==> src/rtl/debounce_pkg.sv <==
// Shared types, constants and helpers for the debounce bank.
// The auto-repeat state enum is used only when DEBOUNCE_REPEAT_EN is defined.
package debounce_pkg;

   localparam int CNT_W_SYN = 22;
   localparam int CNT_W_SIM = 11;
   localparam int N_MAX     = 32;

   typedef enum logic [1:0] {
      ST_IDLE  = 2'd0,
      ST_DELAY = 2'd1,
      ST_RATE  = 2'd2
   } rpt_state_t;

   function automatic int id_width(input int n);
      return (n > 1) ? $clog2(n) : 1;
   endfunction

   // Index of the lowest set bit, 0 when no bit is set.
   function automatic int lowest_set_idx(input logic [N_MAX-1:0] v);
      int idx;
      idx = 0;
      for (int i = N_MAX - 1; i >= 0; i--) begin
         if (v[i]) begin
            idx = i;
         end
      end
      return idx;
   endfunction

endpackage

==> src/rtl/debounce_bank_if.sv <==
// Key-line bundle between a raw key source (master) and the debounce bank (slave).
interface debounce_bank_if #(
   parameter int N    = 8,
   parameter int ID_W = debounce_pkg::id_width(N)
);

   logic [N-1:0]    INPUT;
   logic [N-1:0]    D_OUT;
   logic [N-1:0]    PRESS;
   logic [N-1:0]    RELEASE;
   logic [N-1:0]    REPEAT;
   logic            KEY_VALID;
   logic [ID_W-1:0] KEY_ID;

   modport master (
      output INPUT,
      input  D_OUT, PRESS, RELEASE, REPEAT, KEY_VALID, KEY_ID
   );

   modport slave (
      input  INPUT,
      output D_OUT, PRESS, RELEASE, REPEAT, KEY_VALID, KEY_ID
   );

endinterface

==> src/rtl/debounce_chan.sv <==
// One debounce channel: synchroniser, saturating stability counter, level and edge pulses.
// Auto-repeat generator is built only when DEBOUNCE_REPEAT_EN is defined.
module debounce_chan
   import debounce_pkg::*;
#(
   parameter int CNT_W      = CNT_W_SYN,
   parameter int SYNC       = 2,
   parameter int RPT_DELAY  = 1 << 24,
   parameter int RPT_PERIOD = 1 << 22
) (
   input  logic clk,
   input  logic rst,
   input  logic raw_in,
   output logic d_out,
   output logic d_out_next,
   output logic press,
   output logic rls,
   output logic rpt
);

   if (SYNC < 2 || CNT_W < 2 || RPT_DELAY < 1 || RPT_PERIOD < 1) begin : g_bad_param
      $error("debounce_chan: illegal parameter combination");
   end

   logic [SYNC-1:0]  sync_q, sync_d;
   logic [CNT_W-1:0] cnt_q, cnt_d;
   logic             d_out_q, d_out_d;
   logic             press_q, press_d;
   logic             rls_q, rls_d;
   logic             differ;
   logic             stable;

   // Counter clears whenever the two oldest sync stages disagree, so the
   // level is only adopted after a full threshold of identical samples.
   always_comb begin
      sync_d  = {sync_q[SYNC-2:0], raw_in};
      differ  = sync_q[SYNC-1] ^ sync_q[SYNC-2];
      stable  = cnt_q[CNT_W-1];
      cnt_d   = cnt_q;
      if (differ) begin
         cnt_d = '0;
      end else if (!stable) begin
         cnt_d = cnt_q + CNT_W'(1);
      end
      d_out_d = stable ? sync_q[SYNC-1] : d_out_q;
      press_d = d_out_d & ~d_out_q;
      rls_d   = ~d_out_d & d_out_q;
   end

   always_ff @(posedge clk) begin
      if (rst) begin
         sync_q  <= '0;
         cnt_q   <= '0;
         d_out_q <= 1'b0;
         press_q <= 1'b0;
         rls_q   <= 1'b0;
      end else begin
         sync_q  <= sync_d;
         cnt_q   <= cnt_d;
         d_out_q <= d_out_d;
         press_q <= press_d;
         rls_q   <= rls_d;
      end
   end

   assign d_out      = d_out_q;
   assign d_out_next = d_out_d;
   assign press      = press_q;
   assign rls        = rls_q;

`ifdef DEBOUNCE_REPEAT_EN
   localparam int RPT_MAX = (RPT_DELAY > RPT_PERIOD) ? RPT_DELAY : RPT_PERIOD;
   localparam int RC_W    = (RPT_MAX > 1) ? $clog2(RPT_MAX) : 1;

   rpt_state_t      state_q, state_d;
   logic [RC_W-1:0] rc_q, rc_d;
   logic            rpt_q, rpt_d;
   logic            delay_done;
   logic            rate_done;

   assign delay_done = (rc_q == RC_W'(RPT_DELAY - 1));
   assign rate_done  = (rc_q == RC_W'(RPT_PERIOD - 1));

   always_ff @(posedge clk) begin
      if (rst) begin
         state_q <= ST_IDLE;
         rc_q    <= '0;
         rpt_q   <= 1'b0;
      end else begin
         state_q <= state_d;
         rc_q    <= rc_d;
         rpt_q   <= rpt_d;
      end
   end

   // Release wins over everything, then a fresh press restarts the delay.
   always_comb begin
      state_d = state_q;
      rc_d    = rc_q;
      if (!d_out_d) begin
         state_d = ST_IDLE;
         rc_d    = '0;
      end else if (press_d) begin
         state_d = ST_DELAY;
         rc_d    = '0;
      end else begin
         case (state_q)
            ST_DELAY: begin
               if (delay_done) begin
                  state_d = ST_RATE;
                  rc_d    = '0;
               end else begin
                  rc_d = rc_q + RC_W'(1);
               end
            end
            ST_RATE: begin
               rc_d = rate_done ? '0 : rc_q + RC_W'(1);
            end
            default: begin
               state_d = ST_IDLE;
               rc_d    = '0;
            end
         endcase
      end
   end

   always_comb begin
      rpt_d = 1'b0;
      if (d_out_d && !press_d) begin
         rpt_d = ((state_q == ST_DELAY) && delay_done) ||
                 ((state_q == ST_RATE)  && rate_done);
      end
   end

   assign rpt = rpt_q;
`else
   assign rpt = 1'b0;
`endif

endmodule

==> src/rtl/debounce_bank.sv <==
// N-channel key debouncer with a registered lowest-index key encoder.
// Define DEBOUNCE_REPEAT_EN to build the per-channel auto-repeat generators.
module debounce_bank
   import debounce_pkg::*;
#(
   parameter int N          = 8,
   parameter int CNT_W      = CNT_W_SYN,
   parameter int SYNC       = 2,
   parameter int RPT_DELAY  = 1 << 24,
   parameter int RPT_PERIOD = 1 << 22,
   parameter int ID_W       = id_width(N)
) (
   input  logic            CLK,
   input  logic            RESET,
   debounce_bank_if.slave  bus
);

   if (N < 1 || N > N_MAX || ID_W < id_width(N)) begin : g_bad_param
      $error("debounce_bank: N must be 1..32 and ID_W wide enough");
   end

   logic [N-1:0]    d_out_w;
   logic [N-1:0]    d_out_next;
   logic [N-1:0]    press_w;
   logic [N-1:0]    rls_w;
   logic [N-1:0]    rpt_w;
   logic            key_valid_q, key_valid_d;
   logic [ID_W-1:0] key_id_q, key_id_d;

   for (genvar gi = 0; gi < N; gi++) begin : g_chan
      debounce_chan #(
         .CNT_W      (CNT_W),
         .SYNC       (SYNC),
         .RPT_DELAY  (RPT_DELAY),
         .RPT_PERIOD (RPT_PERIOD)
      ) u_chan (
         .clk        (CLK),
         .rst        (RESET),
         .raw_in     (bus.INPUT[gi]),
         .d_out      (d_out_w[gi]),
         .d_out_next (d_out_next[gi]),
         .press      (press_w[gi]),
         .rls        (rls_w[gi]),
         .rpt        (rpt_w[gi])
      );
   end

   // Encoder looks at the next level so KEY_* line up with D_OUT.
   always_comb begin
      key_valid_d = |d_out_next;
      key_id_d    = ID_W'(lowest_set_idx(N_MAX'(d_out_next)));
   end

   always_ff @(posedge CLK) begin
      if (RESET) begin
         key_valid_q <= 1'b0;
         key_id_q    <= '0;
      end else begin
         key_valid_q <= key_valid_d;
         key_id_q    <= key_id_d;
      end
   end

   assign bus.D_OUT     = d_out_w;
   assign bus.PRESS     = press_w;
   assign bus.RELEASE   = rls_w;
   assign bus.REPEAT    = rpt_w;
   assign bus.KEY_VALID = key_valid_q;
   assign bus.KEY_ID    = key_id_q;

endmodule

==> src/flat_wrapper.sv <==
// flat-port wrapper written by rule: the top's interface ports become plain ports
module debounce_bank_flat import debounce_pkg::*;
#(
   parameter int N          = 8,
   parameter int CNT_W      = CNT_W_SYN,
   parameter int SYNC       = 2,
   parameter int RPT_DELAY  = 1 << 24,
   parameter int RPT_PERIOD = 1 << 22,
   parameter int ID_W       = id_width(N)
)
  (CLK, RESET, bus_INPUT, bus_D_OUT, bus_PRESS, bus_RELEASE, bus_REPEAT, bus_KEY_VALID, bus_KEY_ID);
  debounce_bank_if #(.N(N), .ID_W(ID_W)) bus_i ();
  input  logic CLK;
  input  logic RESET;
  input wire logic [$bits(bus_i.INPUT)-1:0] bus_INPUT;
  output wire logic [$bits(bus_i.D_OUT)-1:0] bus_D_OUT;
  output wire logic [$bits(bus_i.PRESS)-1:0] bus_PRESS;
  output wire logic [$bits(bus_i.RELEASE)-1:0] bus_RELEASE;
  output wire logic [$bits(bus_i.REPEAT)-1:0] bus_REPEAT;
  output wire logic [$bits(bus_i.KEY_VALID)-1:0] bus_KEY_VALID;
  output wire logic [$bits(bus_i.KEY_ID)-1:0] bus_KEY_ID;
  assign bus_i.INPUT = bus_INPUT;
  assign bus_D_OUT = bus_i.D_OUT;
  assign bus_PRESS = bus_i.PRESS;
  assign bus_RELEASE = bus_i.RELEASE;
  assign bus_REPEAT = bus_i.REPEAT;
  assign bus_KEY_VALID = bus_i.KEY_VALID;
  assign bus_KEY_ID = bus_i.KEY_ID;
  debounce_bank #(.N(N), .CNT_W(CNT_W), .SYNC(SYNC), .RPT_DELAY(RPT_DELAY), .RPT_PERIOD(RPT_PERIOD), .ID_W(ID_W)) u_core (.CLK(CLK), .RESET(RESET), .bus(bus_i));
endmodule
==> config.mk <==
export PLATFORM = sky130hd
export DESIGN_NAME = debounce_bank_flat
export DESIGN_NICKNAME = d
export VERILOG_FILES = /design/src/rtl/debounce_pkg.sv /design/src/rtl/debounce_bank_if.sv /design/src/rtl/debounce_chan.sv /design/src/rtl/debounce_bank.sv /design/src/flat_wrapper.sv
export SDC_FILE = /design/constraint.sdc
export NUM_CORES = 1
export LEC_CHECK = 0
export CORE_ASPECT_RATIO = 1.4
export CORE_UTILIZATION = 50
export DETAILED_ROUTE_END_ITERATION = 10
export GPL_ROUTABILITY_DRIVEN = 0
export PLACE_DENSITY = 0.68
export SLEW_MARGIN = 20
export SYNTH_ARGS = -nofsm -noshare
export SYNTH_HDL_FRONTEND = slang
export SYNTH_HIERARCHICAL = 1
export SYNTH_SLANG_ARGS = --single-unit
==> constraint.sdc <==
create_clock -name CLK -period 2 [get_ports CLK]
set_input_delay 0.4 -clock CLK [delete_from_list [all_inputs] [get_ports CLK]]
set_output_delay 0.4 -clock CLK [all_outputs]
set_load 0.005 [all_outputs]
**Word level (Yosys, flattened, before mapping)**

Index checks and enable logic that the tools add are counted.

- Word-level logic and storage cells: 135
- Register bits: 220

- Add/sub/neg operators: 8
- Bitwise operators: 40
- Reductions and logical operators: 12
- Muxes and demuxes: 23

Operator list:

| operator | number |
|---|---|
| 22-bit by 1-bit adder with 22-bit output, second input constant | 8 |
| 22-bit two-way mux | 8 |
| 2-bit OR reduction | 9 |
| 1-bit bitwise AND | 16 |
| 1-bit NOT | 16 |
| 3-bit two-way mux | 4 |
| 1-bit two-way mux | 9 |
| 8-bit OR reduction | 1 |
| 1-bit bitwise XOR | 8 |
| 5-bit OR reduction | 1 |
| 2-bit two-way mux | 2 |
| 3-bit OR reduction | 1 |

**Longest topological paths before layout**

- Depth in word-level cells: 8
- Depth in mapped cells: 6
- Mapped depth without buffers: 5

**Modules after synthesis**

The synthesis kept the hierarchy.

By module, submodules not included:

| module | area each (µm²) | sequential area each (µm²) | instances | cells an instance |
|---|---|---|---|---|
| debounce_chan | 1213.7 | 540.5 | 8 | 133 |
| debounce_bank | 180.2 | 80.1 | 1 | 21 |

**Worst setup path after synthesis**

OpenSTA, ideal clock, no wires.

- Path type: register to register
- Start point: register u_core.g_chan[0].u_chan.cnt_q[0]
- End point: register u_core.g_chan[0].u_chan.cnt_q[20]
- Data required time: 1930 ps
- Stages on the path, launching flop included: 6
- Setup time: 70 ps
- Path slack: 547 ps
- Arrival: 1383 ps
- Cell sequence: dfxtp_1 -> ha_1 -> and3b_2 -> nand4_4 -> or3_1 -> a21oi_1

- Cells in the longest elaborated chain, start to end: 1

Ends and longest elaborated chain:

| item | RTL line | text |
|---|---|---|
| start: declaration | debounce_chan.sv:26 | `logic [CNT_W-1:0] cnt_q, cnt_d;` |
| start signal: assignment | debounce_chan.sv:59 | `cnt_q <= cnt_d;` |
| 22-bit by 1-bit adder with 22-bit output | debounce_chan.sv:43 | `cnt_d = cnt_q + CNT_W'(1);` |

No other way between the ends.
A chain may end at the register's enable or synchronous reset.

**Worst setup path in the final report**

- Start point: register u_core.g_chan[2].u_chan.d_out_q
- End point: output bus_D_OUT[2]

RTL lines:

| item | RTL line | text |
|---|---|---|
| start: declaration | debounce_chan.sv:27 | `logic d_out_q, d_out_d;` |
| start signal: assignment | debounce_chan.sv:60 | `d_out_q <= d_out_d;` |
| end: declaration | flat_wrapper.sv:16 | `output wire logic [$bits(bus_i.D_OUT)-1:0] bus_D_OUT;` |

No word-level cell between the ends.

==> out/results.tsv <==
stage	metric	value	unit
status	outcome	completed	
synthesis	synth_top_family_by_area	simple AND/OR/NAND/NOR gates	
synthesis	synthTopCellsByCount	dfxtp_1, nor2_1, a21oi_1	
synthesis	synth_ff_type	dfxtp_1	
clocking	cts_hold_buffers	0	
synthesis	synth-compound-area-share	0.0882	
synthesis	synth_top_area_frac	0.445	
die	die_x	121	um
synthesis	yosys.area_share.xor_xnor	0.0779	
pwr	vdd_drop_max	591	uV
synthesis	synth_area_leaders	dfxtp_1, or3_1, a21oi_1	
clocking	tritoncts	built	
route	dr.pass1.iters	4	
synthesis	synth_area	9890	sq um
synthesis	synth_top_area_cell	dfxtp_1	
route	wl_met3	605	um
clocking	clk_pin_slew	0.06	ns
synthesis	synthArstFlopShare	0	
die	initial_core_util	0.513	
clocking	cts_buffers	23	
synthesis	synth-seq-cells	220	
timing	drv_slew	0	
final_layout	nets	1127	
timing	fin_crit_sh	0.939	
die	core_area	19300	sq um
route	drt-met1-wl	7.92	mm
clocking	insertion_delay	0.51	ns
clocking	cts_resized	0	
die	dieArea	20400	sq um
synthesis	avgSynthCellArea	9.11	sq um
clocking	cts_setup_buffers	0	
final_layout	regArea	4400	sq um
worst_setup_path	crit_slowest_cell	clkdlybuf4s50_1	
pwr	sw_frac_of_total	0.210	
die	die-height	168	um
pwr	p_seq_frac	0.497	
flow_run	drv_cap	0	
worst_setup_path	worstSetupPathType	register to output pin	
clocking	cts_root_buf	clkbuf_16	
grt	grt_max_degree	35	
grt	gr-usage-all-layers	0.175	
synthesis	synth_cell_types	34	
timing	setup_viol_count_final	0	
pwr	total_power	9.02	mW
worst_setup_path	crit_path_end_kind	output pin	
route	drc	0	
timing	clock.fmax	532	MHz
timing	fin_tns_setup	0	ns
synthesis	ys_seq_area_frac	0.445	
route	drt-initial-drc-count	275	
timing	period_needed	1.88	ns
worst_setup_path	worstPathRequired	1.60	ns
final_layout	fill_cells	1751	
grt	grt_pass1_vias	6944	
grt	antenna_found_initial	0	
timing	grt_setup_unrepaired	false	
pwr	pwr-share-clk	0.476	
pwr	p_sw	1.90	mW
route	drtAntennaViolNets	0	
timing	final_hold_viol_count	0	
timing	finClkSkew	0.0128	ns
worst_setup_path	cp_top_family	buffers and inverters	
die	placementRows	60	
worst_setup_path	critPathMaxFanout	4	
synthesis	synth_fa_ha_area_frac	0.0101	
pwr	p_leak	3.85	nW
route	routed.top_layer	met4	
worst_setup_path	arrival	1.48	ns
die	io_pins	46	
worst_hold_path	min_path_type	input pin to register	
final_layout	area_growth	11.7	%
synthesis	synth_fp_nets	1103	
route	vias_per_cell	5.41	
worst_setup_path	cp-start-kind	register	
timing	slew_headroom	0.586	
synthesis	synth_most_common_cell	dfxtp_1	
route	wl_per_cell	12.8	um
timing	worst_pin_slew	0.621	ns
grt	grt_pass1_wl	30.4	mm
final_layout	multi_input_area	5000	sq um
clocking	clockBufferDepth	3	
worst_setup_path	crit_buf_inv	1	
synthesis	synthMuxAreaShare	0.0162	
final_layout	drive_gt1_frac	0.0879	
route	wl	17.5	mm
route	vias	7430	
clocking	htreeDepth	1	
pwr	intPower	7.13	mW
final_layout	antenna-diode-count	0	
synthesis	syn_inst	1085	
synthesis	yosys_warnings	6	
worst_setup_path	slowest_delay	0.55	ns
clocking	cts_sinks	220	
worst_setup_path	path_cells	clkdlybuf4s50_1	
route	met2_length	8.74	mm
pwr	p_per_area	817	nW/um^2
grt	gr-total-overflow	0	
placement	hpwl	11.9	mm
synthesis	synth_edf_count	0	
pwr	combPwrFrac	0.027	
synthesis	yosys.area_share.simple	0.310	
placement	port_buffers	37	
registers in the layout (all words and copies together), names as in the netlist:
name                         flops
u_core/g_chan.u_chan/sync_q     16
u_core/bus.KEY_ID                3
u_core/g_chan.u_chan/d_out       8
u_core/bus.KEY_VALID             1
u_core/g_chan.u_chan/cnt_q     176
u_core/g_chan.u_chan/press       8
u_core/g_chan.u_chan/rls         8
worst register-to-register path: cells and delay by family (launching register included):
kind            cells  cell delay (ns)
simple gates        3             1.00
flops               1             0.39
compound gates      1             0.16
through the flow:
stage | util | instances | cell area (sq um) | setup WS, ns | hold slack [ns]
after floorplan | - | 1085 | 9890 | 0.547 | 0.440
after global routing | 0.573 | 1374 | 11100 | 0.0657 | 0.433
after detailed placement | 0.533 | 1332 | 10300 | 0.369 | 0.466
after CTS | 0.573 | 1374 | 11100 | 0.0995 | 0.397
final | 0.573 | 1374 | 11100 | 0.122 | 0.405
after global placement | 0.533 | 1332 | 10300 | 0.428 | 0.458
final timing paths:
kind / end / start / depth (start not counted) / slack [ns]
worst max-delay path: bus_D_OUT[2] / u_core/g_chan[2].u_chan/d_out / 1 / 0.12
worst min-delay path: u_core/g_chan[5].u_chan/d_out / RESET / 2 / 0.41
worst max register to register: u_core/g_chan[7].u_chan/cnt_q[20] / u_core/g_chan[7].u_chan/cnt_q[5] / 4 / 0.37
worst min register to register: u_core/g_chan[5].u_chan/sync_q[1] / u_core/g_chan[5].u_chan/sync_q[0] / 1 / 0.47
kinds of logic (layout without fill, tap and decap cells):
kind of cell | after synthesis | count (layout)
AO/OA/AOI/OAI | 174 | 174
adder cells (fa/ha/maj) | 8 | 8
XOR/XNOR | 88 | 88
multiplexers | 16 | 16
AND/OR/NAND/NOR | 490 | 490
buffers and inverters | 81 | 122
flip-flops | 220 | 220
other | 8 | 8
area by class of cell:
class / count / area share
timing repair buffer: 47 / 0.0399
tap: 248 / 0.0281
multi-input combinational: 784 / 0.453
clock inverter: 8 / 0.00849
clock buffer: 34 / 0.0613
sequential: 220 / 0.399
inverter: 33 / 0.0112
layout by cell type, fill, tap and decap left out, drive strengths merged, types with 36 or more instances in the layout:
cell and count:
nor2 101, xnor2 48, xor2 40, clkdlybuf4s50 36, a21oi 90, nand2 57, o21ai 83, and4 40
or3 81, dfxtp 220, nand4 56, nand3 48
per-layer routing:
metal  vias to the layer above  GRT usage
li1                       3874          -
met1                      3450      0.207
met2                        87      0.322
met3                        19     0.0285
met4                         0     0.0478
met5                         -          0
power by group through the flow:
stage / sequential, mW / combinational (mW) / clock, mW
global placement: 4.58 / 0.249 / 0
detailed placement: 4.58 / 0.250 / 0
global route: 4.49 / 0.282 / 4.60
floorplan: 4.57 / 0.177 / 0
CTS: 4.48 / 0.253 / 4.43
finish: 4.48 / 0.247 / 4.29
No activity file was read; power rests on OpenSTA's default activity.
